==> src/rtl/ad95xx_spi_master.sv <==
// 3-wire SPI master for AD95xx parts: MSB-first writes, optional readback over shared SDIO.
// Frame: SETUP (H) -> DW SCLK periods (2H each) -> GAP (2H, csb high) -> IDLE.
module ad95xx_spi_master #(
  parameter int DW       = 24,
  parameter int HDR_W    = 16,
  parameter int HALF_PER = 2,
  parameter int READ_EN  = 1
) (
  input  logic                clk,
  input  logic                rst,
  input  logic [DW-1:0]       send_data,
  input  logic                write_strobe,
  output logic                busy,
  output logic                done,
  output logic [DW-HDR_W-1:0] read_data,
  output logic                chip_sclk,
  output logic                chip_csb,
  output logic                chip_sdio_out,
  output logic                chip_sdio_oe,
  input  logic                chip_sdio_in
);

  localparam int RW = DW - HDR_W;
  localparam int CW = (2 * HALF_PER > 1) ? $clog2(2 * HALF_PER) : 1;
  localparam int EW = $clog2(DW + 1);
  localparam logic [CW-1:0] HALF_LAST = CW'(HALF_PER - 1);
  localparam logic [CW-1:0] GAP_LAST  = CW'(2 * HALF_PER - 1);
  localparam logic [EW-1:0] EDGE_LAST = EW'(DW);
  localparam logic [EW-1:0] EDGE_HDR  = EW'(HDR_W);

  typedef enum logic [1:0] {IDLE, SETUP, SHIFT, GAP} state_t;

  state_t          state_reg, state_next;
  logic [DW-1:0]   shift_reg, shift_next;
  logic [RW-1:0]   rx_reg, rx_next;
  logic [RW-1:0]   read_data_reg, read_data_next;
  logic            rd_reg, rd_next;
  logic [CW-1:0]   half_reg, half_next;
  logic [EW-1:0]   edge_reg, edge_next;
  logic            sclk_reg, sclk_next;
  logic            csb_reg, csb_next;
  logic            oe_reg, oe_next;
  logic            sdo_reg, sdo_next;
  logic            busy_reg, busy_next;
  logic            done_reg, done_next;

  always_ff @(posedge clk) begin
    if (rst) begin
      state_reg     <= IDLE;
      shift_reg     <= '0;
      rx_reg        <= '0;
      read_data_reg <= '0;
      rd_reg        <= 1'b0;
      half_reg      <= '0;
      edge_reg      <= '0;
      sclk_reg      <= 1'b0;
      csb_reg       <= 1'b1;
      oe_reg        <= 1'b0;
      sdo_reg       <= 1'b0;
      busy_reg      <= 1'b0;
      done_reg      <= 1'b0;
    end else begin
      state_reg     <= state_next;
      shift_reg     <= shift_next;
      rx_reg        <= rx_next;
      read_data_reg <= read_data_next;
      rd_reg        <= rd_next;
      half_reg      <= half_next;
      edge_reg      <= edge_next;
      sclk_reg      <= sclk_next;
      csb_reg       <= csb_next;
      oe_reg        <= oe_next;
      sdo_reg       <= sdo_next;
      busy_reg      <= busy_next;
      done_reg      <= done_next;
    end
  end

  always_comb begin
    state_next     = state_reg;
    shift_next     = shift_reg;
    rx_next        = rx_reg;
    read_data_next = read_data_reg;
    rd_next        = rd_reg;
    half_next      = half_reg;
    edge_next      = edge_reg;
    sclk_next      = sclk_reg;
    csb_next       = csb_reg;
    oe_next        = oe_reg;
    sdo_next       = sdo_reg;
    busy_next      = busy_reg;
    done_next      = 1'b0;
    unique case (state_reg)
      IDLE: begin
        if (write_strobe) begin
          shift_next = send_data;
          rd_next    = (READ_EN != 0) && send_data[DW-1];
          rx_next    = '0;
          half_next  = '0;
          edge_next  = '0;
          busy_next  = 1'b1;
          csb_next   = 1'b0;
          oe_next    = 1'b1;
          sdo_next   = send_data[DW-1];
          state_next = SETUP;
        end
      end
      SETUP: begin
        if (half_reg == HALF_LAST) begin
          half_next  = '0;
          sclk_next  = 1'b1;
          edge_next  = edge_reg + EW'(1);
          state_next = SHIFT;
        end else begin
          half_next = half_reg + CW'(1);
        end
      end
      SHIFT: begin
        if (half_reg != HALF_LAST) begin
          half_next = half_reg + CW'(1);
        end else begin
          half_next = '0;
          if (sclk_reg) begin
            // Falling SCLK: present next bit, release SDIO after the header, capture read bits.
            sclk_next  = 1'b0;
            shift_next = shift_reg << 1;
            sdo_next   = shift_reg[DW-2];
            if (rd_reg && edge_reg == EDGE_HDR)
              oe_next = 1'b0;
            if (rd_reg && edge_reg > EDGE_HDR)
              rx_next = (rx_reg << 1) | RW'(chip_sdio_in);
          end else if (edge_reg == EDGE_LAST) begin
            csb_next   = 1'b1;
            oe_next    = 1'b0;
            sdo_next   = 1'b0;
            done_next  = 1'b1;
            if (rd_reg)
              read_data_next = rx_reg;
            state_next = GAP;
          end else begin
            sclk_next = 1'b1;
            edge_next = edge_reg + EW'(1);
          end
        end
      end
      GAP: begin
        if (half_reg == GAP_LAST) begin
          half_next  = '0;
          busy_next  = 1'b0;
          state_next = IDLE;
        end else begin
          half_next = half_reg + CW'(1);
        end
      end
      default: state_next = IDLE;
    endcase
  end

  assign busy          = busy_reg;
  assign done          = done_reg;
  assign read_data     = read_data_reg;
  assign chip_sclk     = sclk_reg;
  assign chip_csb      = csb_reg;
  assign chip_sdio_out = sdo_reg;
  assign chip_sdio_oe  = oe_reg;

endmodule

==> config.mk <==
export PLATFORM = sky130hd
export DESIGN_NAME = ad95xx_spi_master
export DESIGN_NICKNAME = d
export VERILOG_FILES = /design/src/rtl/ad95xx_spi_master.sv
export SDC_FILE = /design/constraint.sdc
export NUM_CORES = 1
export LEC_CHECK = 0
export ABC_AREA = 1
export BUFFER_PORTS_ARGS = -buffer_cell sky130_fd_sc_hd__buf_2
export CORE_MARGIN = 5
export CORE_UTILIZATION = 57
export DETAILED_ROUTE_END_ITERATION = 7
export PLACE_DENSITY = 0.84
export SLEW_MARGIN = 20
export SYNTH_ARGS = -nofsm -noshare
export SYNTH_HDL_FRONTEND = slang
export SYNTH_SLANG_ARGS = --single-unit
==> constraint.sdc <==
create_clock -name clk -period 2 [get_ports clk]
set_input_delay 0.2 -clock clk [delete_from_list [all_inputs] [get_ports clk]]
set_output_delay 0.2 -clock clk [all_outputs]
set_load 0.1 [all_outputs]
Word-level counts from Yosys, hierarchy flattened
Index checks and enable logic that the tools add are counted.
{ "totals": {"output_inout_bits": 14, "in_bits": 28, "word_cells": 108, "regBits": 55} }
{ "classes": {"n_reduce_logical": 19, "add_sub_neg": 2, "n_mux": 50, "n_bitwise": 4, "order_cmp": 1, "n_eq_ne": 19} }
{ "op_table": {"columns": ["op", "n"], "rows": [
  ["two-way mux 23 bit", 3],
  ["case mux 23 bit (2 select lines)", 1],
  ["two-way mux 8 bit", 4],
  ["two-way mux 5 bit", 5],
  ["two-way mux 2 bit", 10],
  ["AND reduction 5 bit", 4],
  ["two-way mux 1 bit", 18],
  ["inequality test 2 bit (second input constant)", 9],
  ["case mux 2 bit (4 select lines)", 2],
  ["case mux 8 bit (2 select lines)", 1],
  ["case mux 5 bit (3 select lines)", 1],
  ["AND reduction 6 bit", 2],
  ["== test 5 bit (second input constant)", 2],
  ["case mux 1 bit (2 select lines)", 5],
  ["bitwise OR 8 x 1 -> 8 bit", 1],
  ["AND reduction 4 bit", 2],
  ["== test 2 bit (second input constant)", 3],
  ["inequality test 3 bit (second input constant)", 2],
  ["AND reduction 3 bit", 2],
  ["nonzero test 2 bit", 3],
  ["adder 5 x 1 -> 5 bit (second input constant)", 1],
  ["greater-than comparator 5 bit (second input constant)", 1],
  ["== test 2 x 1 -> 1 bit (second input constant)", 2],
  ["OR reduction 4 bit", 1],
  ["other kinds (7)", 10]
]} }

Depth between registers and ports, before layout
Gate-level depths: netlist of run 1.
{ "depth": {"ltp_word": 6, "depth_mapped": 11, "ltp_nobuf": 10} }

Worst setup path after synthesis of run 1
No wires, ideal clock.
{ "synth_timing": {"path_kind": "reg2reg", "from": "register sclk_reg, in the netlist chip_sclk", "to": "register shift_reg[14]", "setup_time_ns": 0.113, "path_stages_with_launch": 7, "setup_slack_ns": 0.157, "synth_period_minus_slack_ns": 1.843, "t_arrival_ns": 1.730, "t_required_ns": 1.887, "path_buffers": 1, "cell_sequence": "dfxtp_1 -> nor2_2 -> nor2_4 -> nand2_4 -> buf_2 -> o21ai_1 -> nor2_1"} }
{ "synth_via": {"elab_chain_len": 2} }
{ "synth_rtl": {"columns": ["element", "line_no", "source"], "rows": [
  ["start, declared", "40", "logic sclk_reg, sclk_next;"],
  ["start signal, assigned", "70", "sclk_reg <= sclk_next;"],
  ["inequality test 2 bit (no source line)", null, null],
  ["AND reduction 4 bit (no source line)", null, null],
  ["end signal, assigned", "64", "shift_reg <= shift_next;"],
  ["end, declared", "34", "logic [DW-1:0] shift_reg, shift_next;"]
]} }
No other way between the ends.
A chain may end at the register's enable or synchronous reset.

Final worst setup path of run 1
{ "layout_timing": {"from": "register state_reg[1]", "to": "register shift_reg[13]"} }
{ "layout_via": {"elab_chain_len": 3, "elab_cells_between_ends": 8, "classes_between": "4 x eq/ne; 1 x mux; 3 x reduce/logical"} }
{ "layout_rtl": {"columns": ["element", "line_no", "source"], "rows": [
  ["start, declared", "33", "state_t state_reg, state_next;"],
  ["start signal, assigned", "63", "state_reg <= state_next;"],
  ["== test 2 bit or zero test 2 bit (tied branches)", "93", "unique case (state_reg)"],
  ["inequality test 2 bit (no source line) or nonzero test 2 bit (tied branches)", null, null],
  ["AND reduction 4 bit (no source line)", null, null]
]} }
Parallel ways exist; a longest one is shown, timed or not.

==> reports/results.txt, run 1 <==
outcome -> completed
max cap viols -> 0
postcts setup bufs -> 0
Post-CTS Hold Fix Bufs -> 0
Post-Syn Instances -> 422
WL/cell -> 11.2 µm
Ant. Diodes -> 0
utilization after layout -> 66.9%
Max Clock Freq -> 0.552 GHz
Fin. Hold Viols -> 0
flops & latches, synth -> 55
Crit. Startpoint -> state_reg[1]$_SDFFE_PP0P_
latest clock arrival within the worst-skew pair -> 310 ps
Clock Root Buffer -> clkbuf_8
Clock Pin Slew Worst Setup and Hold Paths -> 100 ps
DP Wirelength -> 4.19 mm
Max H-tree Level -> 2
synth warn -> 0
CTS tree -> done
pin count of the biggest net entering global routing -> 45
aggregate global-route resource usage -> 19.6%
crit end category -> flip-flop
row cnt -> 25
Power Dens Cells -> 1370 nW/µm²
Worst Path Max Fanout -> 21
die width -> 80.5 µm
area growth from synthesis to layout -> 13.0%
VDD IR max -> 601 µV
vias in the first global route -> 2490
DR pass1 iterations -> 4
max FFs per register -> 23
Most used DFF post-synth -> dfxtp_1
Num CTS Buffers -> 5
fin. max-slew vios -> 0
fin crit share -> 90.6%
commonest non-fill, non-tap cell in the layout -> nand2_1
routability congestion estimate -> 0.973
GR Overflow Total -> 0
top area cells in the synthesized netlist -> dfxtp_1 39%, nand2_1 15%, nor2_1 9.5%
synthesized area per cell -> 6.71 µm²
IO buf count -> 41
reg-to-reg startpoint -> state_reg[1]$_SDFFE_PP0P_
RSZ-0062 raised after global routing -> false
sequential area share after synthesis -> 38.9%
highest-count cells in the layout ignoring fill and taps -> 115 x nand2_1, 71 x nor2_1, 54 x dfxtp_1
Routed Antenna Nets -> 0
crit path time final -> 1810 ps
ratio of cells with drive above 1 in the final layout -> 17.2%
Yosys top cell area share -> 38.9%
initial antenna violation count -> 0
clock skew -> 9.03 ps
first-pass GRT wire length -> 10.4 mm
Worst Tran Pin Value -> 636 ps
Crit path required time -> 2200 ps
Worst Hold Launch -> send_data[23]
fin nets -> 496
Starting DRT DRC Count -> 161
Post-synth EDFFs -> 0
Core Area -> 4790 µm²
DR vias -> 2660
crit path kind -> reg -> reg
I/O pin count -> 42
Syn Nets -> 460
ys async rst share -> 0%
CP Data Arrival Time -> 2020 ps
initial core utilization -> 59.2%
CTS sink cnt -> 55
total die area -> 6480 µm²
mapped cell area -> 2830 µm²
Max-slew headroom -> 57.5%
Clock Path Buffers -> 2
Via-to-Cell Ratio -> 5.06
top cell type by total area after synthesis -> dfxtp_1
HP Class -> in -> reg
Post-CTS Resized -> 0
DRC violations left -> 0
Synth cell types -> 30
Critical Path Source Type -> flip-flop
TNS Setup -> 0 ps
Leak -> 1.58 nW
final setup fails -> 0
Total Wirelength -> 5.90 mm
Die Ht -> 80.5 µm
==> synth_stat cells, types with 2 or more instances <==
cell,number
inv_1,42
dfxtp_1,55
ha_1,10
nand2_1,116
clkbuf_1,6
buf_6,4
nand3b_1,8
o21ai_1,22
o21ai_0,15
nor2_1,72
a21oi_1,27
nand3_2,4
nand3_1,8
inv_2,5
buf_2,5
or2_2,2
nor2_2,3
o22ai_1,2
nand4_1,4
nand2_2,2
==> layer usage <==
layer	track usage, %	vias up	share of wire [%]
met5	0	-	0
li1	-	1392	-
met4	5.74	0	0.71
met3	4.37	5	5.8
met2	32.7	66	46
met1	25.1	1197	47
==> final cells by class <==
cell class	instances	area, µm²
sequential	55	1100
inverter	47	178
clock inverter	3	67.6
multi-input combinational	303	1460
fill	444	1590
timing repair buffer	46	243
clock buffer	5	68.8
tap	67	83.8
==> power breakdown <==
group          switching [mW]  internal (mW)
clock network           0.362          0.499
logic                    1.35          0.593
registers               0.189           1.38
==> kinds of logic (layout without fill, tap and decap cells) <==
family | count (synthesis) | count (layout) | share of synthesized area, %
fa+ha+maj | 10 | 10 | 4.42
compound gates | 70 | 70 | 13.2
simple gates | 223 | 223 | 33.6
flops | 55 | 55 | 38.9
buf+inv | 64 | 101 | 9.90
==> per-stage QoR <==
step	setup WS, ps	area, µm²	std cells	hold slack [ps]	total power, mW
2_1_floorplan	157	2830	422	348	3.18
3_5_place_dp	151	3050	518	435	3.50
4_1_cts	135	3190	526	143	4.37
5_1_grt	33.7	3200	526	148	4.74
3_3_place_gp	225	3050	518	431	3.45
6_report	188	3200	526	155	4.38
==> worst max-delay path, cell delays in order, from the launching register on <==
cell and delay [ps]:
dfxtp_1 420, inv_1 80, ha_1 280, nand2_2 150
nand2_2 100, nor2_4 160, nand2_4 80, buf_4 210
o21ai_0 160, nor2_1 50
==> path summary, 6_finish.rpt <==
path | to | slack, ps | depth (start not counted)
setup / recovery | shift_reg[13]$_SDFFE_PP0P_ | 190 | 9
hold / removal | rd_reg$_SDFFE_PP0P_ | 160 | 3
setup reg to reg | shift_reg[13]$_SDFFE_PP0P_ | 190 | 9
hold reg to reg | read_data[6]$_SDFFE_PP0P_ | 450 | 2
Power figures use the tool's default switching activity.
==> inputs of run 2 (changes only) <==
--- a/config.mk
+++ b/config.mk
@@ -5,12 +5,11 @@
 export SDC_FILE = /design/constraint.sdc
 export NUM_CORES = 1
 export LEC_CHECK = 0
-export ABC_AREA = 1
 export BUFFER_PORTS_ARGS = -buffer_cell sky130_fd_sc_hd__buf_2
 export CORE_MARGIN = 5
-export CORE_UTILIZATION = 57
+export CORE_UTILIZATION = 56
 export DETAILED_ROUTE_END_ITERATION = 7
-export PLACE_DENSITY = 0.84
+export PLACE_DENSITY = 0.83
 export SLEW_MARGIN = 20
 export SYNTH_ARGS = -nofsm -noshare
 export SYNTH_HDL_FRONTEND = slang
==> reports/results.txt, run 2 <==
outcome -> completed
total power -> 3.83 mW (-12%)
fillers -> 382 (-14%)
sw power -> 1.48 mW (-22%)
Yosys top cell area share -> 40.5% (+1.6 points)
Multi-input gate area -> 1480 µm² (+1.7%)
Fin. Hold Viols -> 0 (unchanged)
WL/cell -> 13.7 µm (+22%)
count leader, synth -> dfxtp_1
Seq pwr share -> 40.7% (+4.8 points)
VDD IR max -> 794 µV (+32%)
Comb power frac -> 39.0% (-5.4 points)
Crit path required time -> 2210 ps (about the same)
fin nets -> 363 (-27%)
clock skew -> 8.15 ps (-0.880 ps)
die width -> 79.7 µm (-1.0%)
TNS Setup -> 0 ps (unchanged)
max cap viols -> 0 (unchanged)
Clock Root Buffer -> clkbuf_8
crit end category -> flip-flop
latest clock arrival within the worst-skew pair -> 310 ps (about the same)
Post-Syn Instances -> 286 (-32%)
Clock Path Buffers -> 2 (unchanged)
Die Ht -> 79.7 µm (-1.0%)
pre-CTS WS -> 97.3 ps (-53.7 ps)
Starting DRT DRC Count -> 169 (+5.0%)
crit path kind -> reg -> reg
highest-count cells in the layout ignoring fill and taps -> 54 x dfxtp_1, 41 x buf_2, 39 x nor2_1
Total Wirelength -> 5.37 mm (-8.9%)
CP bufs+invs -> 3 (+1)
final setup fails -> 0 (unchanged)
DP Wirelength -> 3.83 mm (-8.5%)
CTS tree -> done
area post-placement -> 2970 µm² (-2.8%)
IO buf count -> 41 (unchanged)
switch share -> 38.5% (-4.9 points)
delay of the slowest critical-path stage -> 360 ps (-60 ps)
routability congestion estimate -> 0.865 (-11%)
DRC violations left -> 0 (unchanged)
fin. max-slew vios -> 0 (unchanged)
HP Class -> in -> reg
Max Clock Freq -> 0.548 GHz (-0.67%)
pin count of the biggest net entering global routing -> 46 (+2.2%)
first-pass GRT wire length -> 9.11 mm (-12%)
total die area -> 6350 µm² (-2.0%)
CP cell instances -> inv_1 > ha_2 > nor2b_4 > nor4b_4 > buf_4 > buf_4 > a211o_2
Post-synth EDFFs -> 0 (unchanged)
crit path max-delay cell type -> dfxtp_1
CTS sink cnt -> 55 (unchanged)
area growth from synthesis to layout -> 14.8%
synth warn -> 0 (unchanged)
Syn Nets -> 324 (-30%)
Max H-tree Level -> 2 (unchanged)
vias in the first global route -> 2101 (-16%)
Clock Pin Slew Worst Setup and Hold Paths -> 100 ps (about the same)
DR vias -> 2188 (-18%)
top cell type by total area after synthesis -> dfxtp_1
Power Dens Cells -> 1230 nW/µm² (-10%)
most frequent CP cell -> buf_4
Post-synth top cells -> 55 x dfxtp_1, 39 x nor2_1, 32 x mux2i_1, 22 x a211oi_1, 18 x a21oi_1
flops & latches, synth -> 55 (unchanged)
max FFs per register -> 23 (unchanged)
Most used DFF post-synth -> dfxtp_1
Via-to-Cell Ratio -> 5.57 (+10%)
ratio of cells with drive above 1 in the final layout -> 23.9% (+6.7 points)
Num CTS Buffers -> 5 (unchanged)
Routed Antenna Nets -> 0 (unchanged)
Worst Path Max Fanout -> 6 (-71%)
internal power -> 2.36 mW (-4.8%)
fin crit share -> 91.2% (+0.61 points)
row cnt -> 25 (unchanged)
ys async rst share -> 0% (unchanged)
sequential area share after synthesis -> 40.5% (+1.6 points)
initial core utilization -> 57.5% (-1.6 points)
clock share of power -> 20.3% (+0.6 points)
mapped cell area -> 2720 µm² (-4.0%)
aggregate global-route resource usage -> 17.9% (-1.7 points)
GR Overflow Total -> 0 (unchanged)
Worst Tran Pin Value -> 498 ps (-138 ps)
I/O pin count -> 42 (unchanged)
final instance area -> 3120 µm² (-2.5%)
RSZ-0062 raised after global routing -> false
Synth cell types -> 50 (+67%)
Critical Path Source Type -> flip-flop
Max-slew headroom -> 67.0% (+9.5 points)
initial antenna violation count -> 0 (unchanged)
Ant. Diodes -> 0 (unchanged)
synthesized area per cell -> 9.50 µm² (+42%)
DR pass1 iterations -> 6 (+2)
cell family with most CP delay -> buffers and inverters
commonest non-fill, non-tap cell in the layout -> dfxtp_1
top area cells in the synthesized netlist -> dfxtp_1 41%, mux2i_1 12%, a211oi_1 6.1%
crit path time final -> 1820 ps (+12.2 ps)
Reg area -> 1100 µm² (unchanged)
CP Data Arrival Time -> 2030 ps (about the same)
Core Area -> 4720 µm² (-1.3%)
final worst slack -> 176 ps (-12.2 ps)
Leak -> 1.27 nW (-20%)
-- run 2: cell count changes after synthesis, sizes merged, moves of 3 or more --
cell,change
a211o,+3
a211oi,+24
a21oi,-10
inv,-37
mux2i,+32
nand2,-106
nand2b,+6
nor2,-37
nor2b,+3
o21ai,-33
-- run 2: worst reg2reg max path, delay by kind of cell, from the launching register on --
kind	cells	cell delay, ps
AOI/OAI and AO/OA	1	280
DFF	1	360
adders and majority gates	1	270
buffers and inverters	3	460
and+or+nand+nor	2	370
-- run 2: final timing paths --
path / startpoint / end / slack (ps) / cells after the start
max reg2reg: state_reg[0]$_SDFFE_PP0P_ / edge_reg[3]$_SDFFE_PP0P_ / 180 / 7
min: send_data[23] / rd_reg$_SDFFE_PP0P_ / 160 / 3
min reg2reg: rx_reg[3]$_SDFFE_PP0P_ / rx_reg[4]$_SDFFE_PP0P_ / 490 / 2
max: state_reg[0]$_SDFFE_PP0P_ / edge_reg[3]$_SDFFE_PP0P_ / 180 / 7
-- run 2: timing repair --
| action | 4_1_cts | 5_1_grt |
|---|---|---|
| hold buffers | 0 | 0 |
| endpoints found under the setup margin | 0 | 12 |
| setup buffers | 0 | 1 |
| gates resized for setup | 0 | 4 |
-- run 2: metal layers --
metal | global-route usage, % | vias up | part of all wire, %
met2 | 28.9 | 59 | 47
met4 | 8.59 | 0 | 1.8
li1 | - | 1097 | -
met3 | 4.18 | 11 | 5.0
met1 | 22.4 | 1021 | 46
met5 | 0 | - | 0
-- run 2: layout make-up --
cell class	count	area share [%]
Clock buffer	6	2.65
Clock inverter	2	1.24
Inverter	10	1.20
Multi-Input combinational cell	202	47.5
Sequential cell	55	35.3
Tap cell	67	2.69
Timing Repair Buffer	51	9.38
-- run 2: kinds of logic after synthesis --
group	synth area share [%]
simple gates	19.8
buf+inv	5.89
fa+ha+maj	4.60
flops	40.5
mux	12.6
compound gates	16.6
-- run 2: power by group through the flow --
| stage | clock [mW] | combinational, mW | sequential (mW) |
|---|---|---|---|
| global placement | 0 | 1.42 | 1.57 |
| floorplan | 0 | 0.927 | 1.81 |
| finish | 0.778 | 1.49 | 1.56 |
| CTS | 0.789 | 1.45 | 1.56 |
| global route | 0.846 | 1.63 | 1.60 |
| detailed placement | 0 | 1.45 | 1.59 |
-- run 2: stage by stage --
step / hold WS [ps] / util [%] / std cells
detailed placement: 473 / 62.8 / 384
floorplan: 347 / - / 286
finish: 160 / 66.1 / 393
CTS: 154 / 65.4 / 392
global placement: 468 / 62.8 / 384
global route: 174 / 66.1 / 393
